===== src/rtl/muldiv_pkg.sv =====
// Shared encodings for the multiply/divide unit: op codes, FSM states, op decode.
package muldiv_pkg;

    localparam int unsigned OP_W = 3;

    typedef enum logic [OP_W-1:0] {
        MD_MULT  = 3'd0,
        MD_MULTU = 3'd1,
        MD_DIV   = 3'd2,
        MD_DIVU  = 3'd3,
        MD_MTHI  = 3'd4,
        MD_MTLO  = 3'd5
    } md_op_e;

    typedef enum logic [1:0] {
        IDLE,
        MUL,
        DIV,
        FIX
    } md_state_e;

    typedef struct packed {
        logic is_mul;
        logic is_div;
        logic is_signed;
        logic is_mthi;
        logic is_mtlo;
    } md_ctrl_t;

    // Reserved codes decode to all-zero controls, i.e. a silent no-op.
    function automatic md_ctrl_t decode_op(input logic [OP_W-1:0] op);
        md_ctrl_t c;
        c = '0;
        case (op)
            MD_MULT:  begin c.is_mul = 1'b1; c.is_signed = 1'b1; end
            MD_MULTU: c.is_mul = 1'b1;
            MD_DIV:   begin c.is_div = 1'b1; c.is_signed = 1'b1; end
            MD_DIVU:  c.is_div = 1'b1;
            MD_MTHI:  c.is_mthi = 1'b1;
            MD_MTLO:  c.is_mtlo = 1'b1;
            default:  ;
        endcase
        return c;
    endfunction

endpackage


===== src/rtl/muldiv_if.sv =====
// Request/response bundle between the pipeline and the multiply/divide unit.
interface muldiv_if #(
    parameter int unsigned WIDTH = 32
) ();

    logic                        start;
    logic [muldiv_pkg::OP_W-1:0] op;
    logic [WIDTH-1:0]            a;
    logic [WIDTH-1:0]            b;
    logic                        busy;
    logic                        done;
    logic [WIDTH-1:0]            hi;
    logic [WIDTH-1:0]            lo;

    modport master (output start, op, a, b, input busy, done, hi, lo);
    modport slave  (input start, op, a, b, output busy, done, hi, lo);

endinterface


===== src/rtl/muldiv_cond_neg.sv =====
// Conditional two's-complement: passes the value through or negates it.
module cond_neg #(
    parameter int unsigned WIDTH = 32
) (
    input  logic [WIDTH-1:0] i_val,
    input  logic             i_neg,
    output logic [WIDTH-1:0] o_val_c
);

    assign o_val_c = i_neg ? WIDTH'((~i_val) + WIDTH'(1)) : i_val;

endmodule


===== src/rtl/muldiv_unit.sv =====
// Iterative HI/LO multiply/divide unit: one shift-add or restoring-subtract step
// per cycle on magnitudes, then a single sign-fix cycle before HI/LO update.
module muldiv_unit
    import muldiv_pkg::*;
#(
    parameter int unsigned WIDTH = 32
) (
    input  logic     clk,
    input  logic     rst,
    muldiv_if.slave  bus
);

    localparam int unsigned       CNT_W = $clog2(WIDTH);
    localparam logic [CNT_W-1:0]  LAST  = CNT_W'(WIDTH - 1);

    md_state_e          r_state;
    md_state_e          w_next;
    md_ctrl_t           w_ctrl;
    logic               w_accept;
    logic               w_last;

    logic [CNT_W-1:0]   r_cnt;
    logic [WIDTH-1:0]   r_acc;
    logic [WIDTH-1:0]   r_q;
    logic [WIDTH-1:0]   r_d;
    logic [WIDTH-1:0]   r_a;
    logic [WIDTH-1:0]   r_hi;
    logic [WIDTH-1:0]   r_lo;
    logic               r_is_div;
    logic               r_neg_q;
    logic               r_neg_r;
    logic               r_div0;
    logic               r_busy;
    logic               r_done;

    logic               w_sgn_a;
    logic               w_sgn_b;
    logic [WIDTH-1:0]   w_mag_a;
    logic [WIDTH-1:0]   w_mag_b;
    logic [WIDTH:0]     w_mul_sum;
    logic [WIDTH:0]     w_diff;
    logic               w_ge;
    logic [2*WIDTH-1:0] w_prod_fix;
    logic [WIDTH-1:0]   w_quo_fix;
    logic [WIDTH-1:0]   w_rem_fix;

    assign w_ctrl   = decode_op(bus.op);
    assign w_accept = bus.start && !r_busy;
    assign w_last   = (r_cnt == LAST);

    assign w_sgn_a  = w_ctrl.is_signed & bus.a[WIDTH-1];
    assign w_sgn_b  = w_ctrl.is_signed & bus.b[WIDTH-1];

    cond_neg #(.WIDTH(WIDTH)) u_mag_a (.i_val(bus.a), .i_neg(w_sgn_a), .o_val_c(w_mag_a));
    cond_neg #(.WIDTH(WIDTH)) u_mag_b (.i_val(bus.b), .i_neg(w_sgn_b), .o_val_c(w_mag_b));

    // Multiply: {r_acc, r_q} is the product/multiplier shift register, r_d the multiplicand.
    assign w_mul_sum = {1'b0, r_acc} + (r_q[0] ? {1'b0, r_d} : '0);

    // Divide: r_acc is the partial remainder, r_q shifts dividend out and quotient in.
    assign w_diff = {r_acc, r_q[WIDTH-1]} - {1'b0, r_d};
    assign w_ge   = ~w_diff[WIDTH];

    cond_neg #(.WIDTH(2*WIDTH)) u_fix_prod (.i_val({r_acc, r_q}), .i_neg(r_neg_q), .o_val_c(w_prod_fix));
    cond_neg #(.WIDTH(WIDTH))   u_fix_quo  (.i_val(r_q),          .i_neg(r_neg_q), .o_val_c(w_quo_fix));
    cond_neg #(.WIDTH(WIDTH))   u_fix_rem  (.i_val(r_acc),        .i_neg(r_neg_r), .o_val_c(w_rem_fix));

    always_ff @(posedge clk) begin
        if (rst) r_state <= IDLE;
        else     r_state <= w_next;
    end

    always_comb begin
        w_next = r_state;
        case (r_state)
            IDLE: begin
                if (w_accept && w_ctrl.is_mul)      w_next = MUL;
                else if (w_accept && w_ctrl.is_div) w_next = DIV;
            end
            MUL:     if (w_last) w_next = FIX;
            DIV:     if (w_last) w_next = FIX;
            FIX:     w_next = IDLE;
            default: w_next = IDLE;
        endcase
    end

    always_ff @(posedge clk) begin
        if (rst) begin
            r_cnt    <= '0;
            r_acc    <= '0;
            r_q      <= '0;
            r_d      <= '0;
            r_a      <= '0;
            r_hi     <= '0;
            r_lo     <= '0;
            r_is_div <= 1'b0;
            r_neg_q  <= 1'b0;
            r_neg_r  <= 1'b0;
            r_div0   <= 1'b0;
            r_busy   <= 1'b0;
            r_done   <= 1'b0;
        end else begin
            r_busy <= (w_next != IDLE);
            r_done <= (r_state == FIX);
            case (r_state)
                IDLE: begin
                    if (w_accept) begin
                        if (w_ctrl.is_mthi) r_hi <= bus.a;
                        if (w_ctrl.is_mtlo) r_lo <= bus.a;
                        r_cnt    <= '0;
                        r_acc    <= '0;
                        r_q      <= w_ctrl.is_div ? w_mag_a : w_mag_b;
                        r_d      <= w_ctrl.is_div ? w_mag_b : w_mag_a;
                        r_a      <= bus.a;
                        r_is_div <= w_ctrl.is_div;
                        r_neg_q  <= w_sgn_a ^ w_sgn_b;
                        r_neg_r  <= w_sgn_a;
                        r_div0   <= (bus.b == '0);
                    end
                end
                MUL: begin
                    r_acc <= w_mul_sum[WIDTH:1];
                    r_q   <= {w_mul_sum[0], r_q[WIDTH-1:1]};
                    r_cnt <= r_cnt + CNT_W'(1);
                end
                DIV: begin
                    r_acc <= w_ge ? w_diff[WIDTH-1:0] : {r_acc[WIDTH-2:0], r_q[WIDTH-1]};
                    r_q   <= {r_q[WIDTH-2:0], w_ge};
                    r_cnt <= r_cnt + CNT_W'(1);
                end
                FIX: begin
                    // Divide by zero reports all-ones quotient and the raw dividend.
                    if (!r_is_div) begin
                        {r_hi, r_lo} <= w_prod_fix;
                    end else if (r_div0) begin
                        r_hi <= r_a;
                        r_lo <= '1;
                    end else begin
                        r_hi <= w_rem_fix;
                        r_lo <= w_quo_fix;
                    end
                end
                default: ;
            endcase
        end
    end

    assign bus.busy = r_busy;
    assign bus.done = r_done;
    assign bus.hi   = r_hi;
    assign bus.lo   = r_lo;

endmodule


===== src/flat_wrapper.sv =====
// flat-port wrapper written by rule: the top's interface ports become plain ports
module muldiv_unit_flat import muldiv_pkg::*;
#(
    parameter int unsigned WIDTH = 32
)
  (clk, rst, bus_start, bus_op, bus_a, bus_b, bus_busy, bus_done, bus_hi, bus_lo);
  muldiv_if #(.WIDTH(WIDTH)) bus_i ();
  input  logic clk;
  input  logic rst;
  input wire logic [$bits(bus_i.start)-1:0] bus_start;
  input wire logic [$bits(bus_i.op)-1:0] bus_op;
  input wire logic [$bits(bus_i.a)-1:0] bus_a;
  input wire logic [$bits(bus_i.b)-1:0] bus_b;
  output wire logic [$bits(bus_i.busy)-1:0] bus_busy;
  output wire logic [$bits(bus_i.done)-1:0] bus_done;
  output wire logic [$bits(bus_i.hi)-1:0] bus_hi;
  output wire logic [$bits(bus_i.lo)-1:0] bus_lo;
  assign bus_i.start = bus_start;
  assign bus_i.op = bus_op;
  assign bus_i.a = bus_a;
  assign bus_i.b = bus_b;
  assign bus_busy = bus_i.busy;
  assign bus_done = bus_i.done;
  assign bus_hi = bus_i.hi;
  assign bus_lo = bus_i.lo;
  muldiv_unit #(.WIDTH(WIDTH)) u_core (.clk(clk), .rst(rst), .bus(bus_i));
endmodule

===== config.mk =====
export PLATFORM = sky130hd
export DESIGN_NAME = muldiv_unit_flat
export DESIGN_NICKNAME = d
export VERILOG_FILES = /design/src/rtl/muldiv_pkg.sv /design/src/rtl/muldiv_if.sv /design/src/rtl/muldiv_cond_neg.sv /design/src/rtl/muldiv_unit.sv /design/src/flat_wrapper.sv
export SDC_FILE = /design/constraint.sdc
export NUM_CORES = 1
export LEC_CHECK = 0
export CAP_MARGIN = 20
export CORE_MARGIN = 2
export CORE_UTILIZATION = 54
export DETAILED_ROUTE_END_ITERATION = 8
export GPL_TIMING_DRIVEN = 0
export PLACE_DENSITY = 0.85
export SYNTH_ARGS = -nofsm -noshare
export SYNTH_HDL_FRONTEND = slang
export SYNTH_SLANG_ARGS = --single-unit

===== constraint.sdc =====
create_clock -name clk -period 3.56 [get_ports clk]
set_clock_uncertainty 0.1 [all_clocks]
set_input_delay 0.712 -clock clk [delete_from_list [all_inputs] [get_ports clk]]
set_output_delay 0.712 -clock clk [all_outputs]
set_load 0.02 [all_outputs]

==> results.yml <==
clock_tree:
  numClockSinks: 205
  htreeDepth: 1
  clk_pin_slew_ps: 60
  cts_buffer_depth: 3
  numCtsBuffers: 25
  clkLatencyLatePin_ps: 560
  root_buffer: "clkbuf_16"
  ctsHoldBuffers: 0
  cts_tree: "done"
layout:
  diodes: 0
  nets: 2624
  final_layout_size_suffix_gt1_share_pct: 8.821
  syn_to_final_growth_pct: 20.17
  final_area_sq_um: 20010
  post-route-util_pct: 65.59
synthesis:
  synth_top_area_share_pct: 24.64
  syn_area_sq_um: 16650
  synth_edf_count: 0
  synthCells: 2302
  avgSynthCellArea_sq_um: 7.234
  ys_warn_count: 0
  synth_seq_cells: 205
  async_flop_share_pct: 0
  yosys-top-cells-area: "dfxtp_1 25%, a21oi_1 7.6%, nand2_1 6.9%"
  synth_flop_cell: "dfxtp_1"
  syn-num-nets: 2448
  yosys.cell_types.count: 75
  yosysSeqAreaShare_pct: 24.64
  yosysTopAreaCell: "dfxtp_1"
sta:
  min_period_over_period_pct: 103.9
  hold_viol: 0
  max-slew-margin-rel_pct: 31.54
  hold_ws_ps: 351.0
  setup_ws_ps: -137.3
  tightest_slew_ps: 1027
  timing.final.crit_period_ps: 3697
  grt_setup_unrepaired: "true"
  setup_viol_count_final: 6
  drv_slew: 0
  max_freq_mhz: 270.5
global_routing:
  grt_max_degree: 14
  grt_pass1_wl_microns: 107800
  overflow: 0
  antenna_found_initial: 1
  grt_pass1_vias: 17890
  track_usage_pct: 43.03
route:
  top_layer_used: "met4"
  drt-vias-per-instance: 6.676
  wl_per_cell_microns: 25.29
  postRouteAntennaNets: 0
  drt-total-wl_microns: 73090
  wl_met3_microns: 7668
  drtIter0Drc: 2652
  drc: 0
  drt_first_pass_iters: 6
  wl_met2_microns: 32000
  vias: 19290
  met1_length_microns: 28420
floorplan:
  fp.dieW_microns: 179.6
  initial_core_util_pct: 54.58
  die_area_sq_um: 32260
  die_height_microns: 179.6
  num_rows: 64
  core_sq_um: 30510
  ios: 136
status:
  violations: "negative setup slack"
  outcome: "finished, violations left"
worst_setup_path:
  critPathMaxStageDelay_ps: 600
  slowest_stage: "or4_4"
  cpLargestDelayFamily: "simple AND/OR/NAND/NOR gates"
  worstSetupEndpointType: "flip-flop"
  start_kind: "flip-flop"
  critical_path_class: "reg -> reg"
  r2r_slack_ps: -140
  path_common_cell: "or4_4"
  cp_num_buf_inv: 0
  critical_path.max_fanout: 8
  worstPathRequired_ps: 3950
  worstPathArrival_ps: 4090
  path_cells: "or4_4 > nor4_4 > nand4b_1 > or4_4 > or4_4 > o21ai_4 > xnor2_2 > o22a_1 > o211ai_1 > a21oi_1"
placed_design:
  gp_congestion: 0.9944
  post-place-ws_ps: -1025
  portBuffers: 129
  placed_cell_area_sq_um: 18440
  hpwl_microns: 56630
pwr:
  p_leak_nw: 7.666
  total_power_mw: 7.823
  ir_drop_v: 0.0004307
  powerDensity_nw_per_um2: 390.9
job:
  maxCapViolations: 0
hold_path:
  hp-class: "reg -> reg"
==> state kept, by name, summed over array words and instances, names as in the netlist <==
register / flops
u_core.bus.lo: 32
u_core.r_a: 32
u_core.r_neg_q: 1
u_core.bus.done: 1
u_core.r_acc: 32
u_core.r_q: 32
u_core.r_d: 32
u_core.r_neg_r: 1
u_core.bus.busy: 1
u_core.r_div0: 1
u_core.r_state: 2
u_core.r_cnt: 5
u_core.r_is_div: 1
u_core.bus.hi: 32
==> metal layers <==
| layer | global-route usage, % | up-vias |
|---|---|---|
| li1 | - | 8648 |
| met1 | 55.16 | 9205 |
| met2 | 67.42 | 1167 |
| met3 | 8.833 | 274 |
| met4 | 24.46 | 0 |
| met5 | 0 | - |
==> placed cells by master, fill, tap and decap left out, types with 31 or more instances in the layout <==
master and n:
mux2i_1 31, dfxtp_1 192, xnor2_1 111, nand2_1 305
a21o_1 38, clkdlybuf4s50_1 118, o211ai_1 74, a22o_1 33
xor2_1 79, inv_1 76, ha_1 63, buf_4 35
a22oi_1 39, clkbuf_1 158, nor3_1 56, o21ai_0 109
a21oi_1 244, nor2_1 193
==> worst min-delay path: stages, from the launching register on <==
cell	delay, ps
dfxtp_1	310
nand2_1	50
a21oi_1	50
==> Yosys cell counts (15+ instances only) <==
master and number:
mux2i_1 31, a31oi_1 16, a22oi_1 39, inv_1 79, o211ai_1 74, o22ai_1 18, o41ai_1 17, xnor2_1 112
o31ai_1 24, a211oi_1 23, nor2_1 196, a21o_1 38, xor2_1 81, a22o_1 33, dfxtp_1 205, a222oi_1 17
ha_1 74, or3_1 18, o221ai_1 30, nand3_1 28, o21ai_0 119, or4_1 16, clkbuf_1 171, nand2_1 307
nor2b_1 15, nand2b_1 25, a21oi_1 252, nor3_1 59
==> power breakdown <==
part	internal [mW]	switching, mW	leakage (nW)
sequential	2.52	0.205	1.68
combinational	0.952	1.66	5.61
clock	1.38	1.11	0.370
total	4.85	2.98	7.67
==> final cells by class <==
cell class,count,area [sq um]
sequential,205,4133
buffer,177,735.7
inverter,79,296.5
fill,2807,10500
multi-input combinational,1827,12020
timing repair buffer,163,1570
tap,396,495.5
clock buffer,35,703.2
clock inverter,8,62.56
==> logic make-up after synthesis <==
logic type | count (synthesis) | share of synthesized area (%)
adders and majority gates | 76 | 5.801
DFF | 205 | 24.65
muxes | 45 | 2.810
xor gates and xnor gates | 193 | 10.15
and+or+nand+nor | 752 | 20.63
buffers and inverters | 270 | 6.214
AOI/OAI and AO/OA | 761 | 29.75
==> worst paths after layout <==
check,start,end,cells after the start
hold / removal,u_core.bus.lo[0],u_core.bus.lo[0],2
setup reg to reg,u_core.r_q[8],u_core.bus.hi[21],10
hold reg to reg,u_core.bus.lo[0],u_core.bus.lo[0],2
setup / recovery,u_core.r_q[8],u_core.bus.hi[21],10
==> through the flow <==
stage / cells / setup TNS (ps)
2_1_floorplan: 2302 / 0
3_3_place_gp: 2827 / -57930
3_5_place_dp: 2827 / -61310
4_1_cts: 2871 / -75.24
5_1_grt: 2890 / -1100
6_report: 2890 / -451.7
==> timing repair <==
action                                  CTS  global route
endpoints found under the setup margin   83            66
buffers inserted                         12            22
pin swaps                                18            34
resized for setup                        86            83
No activity file was read; power rests on OpenSTA's default activity.
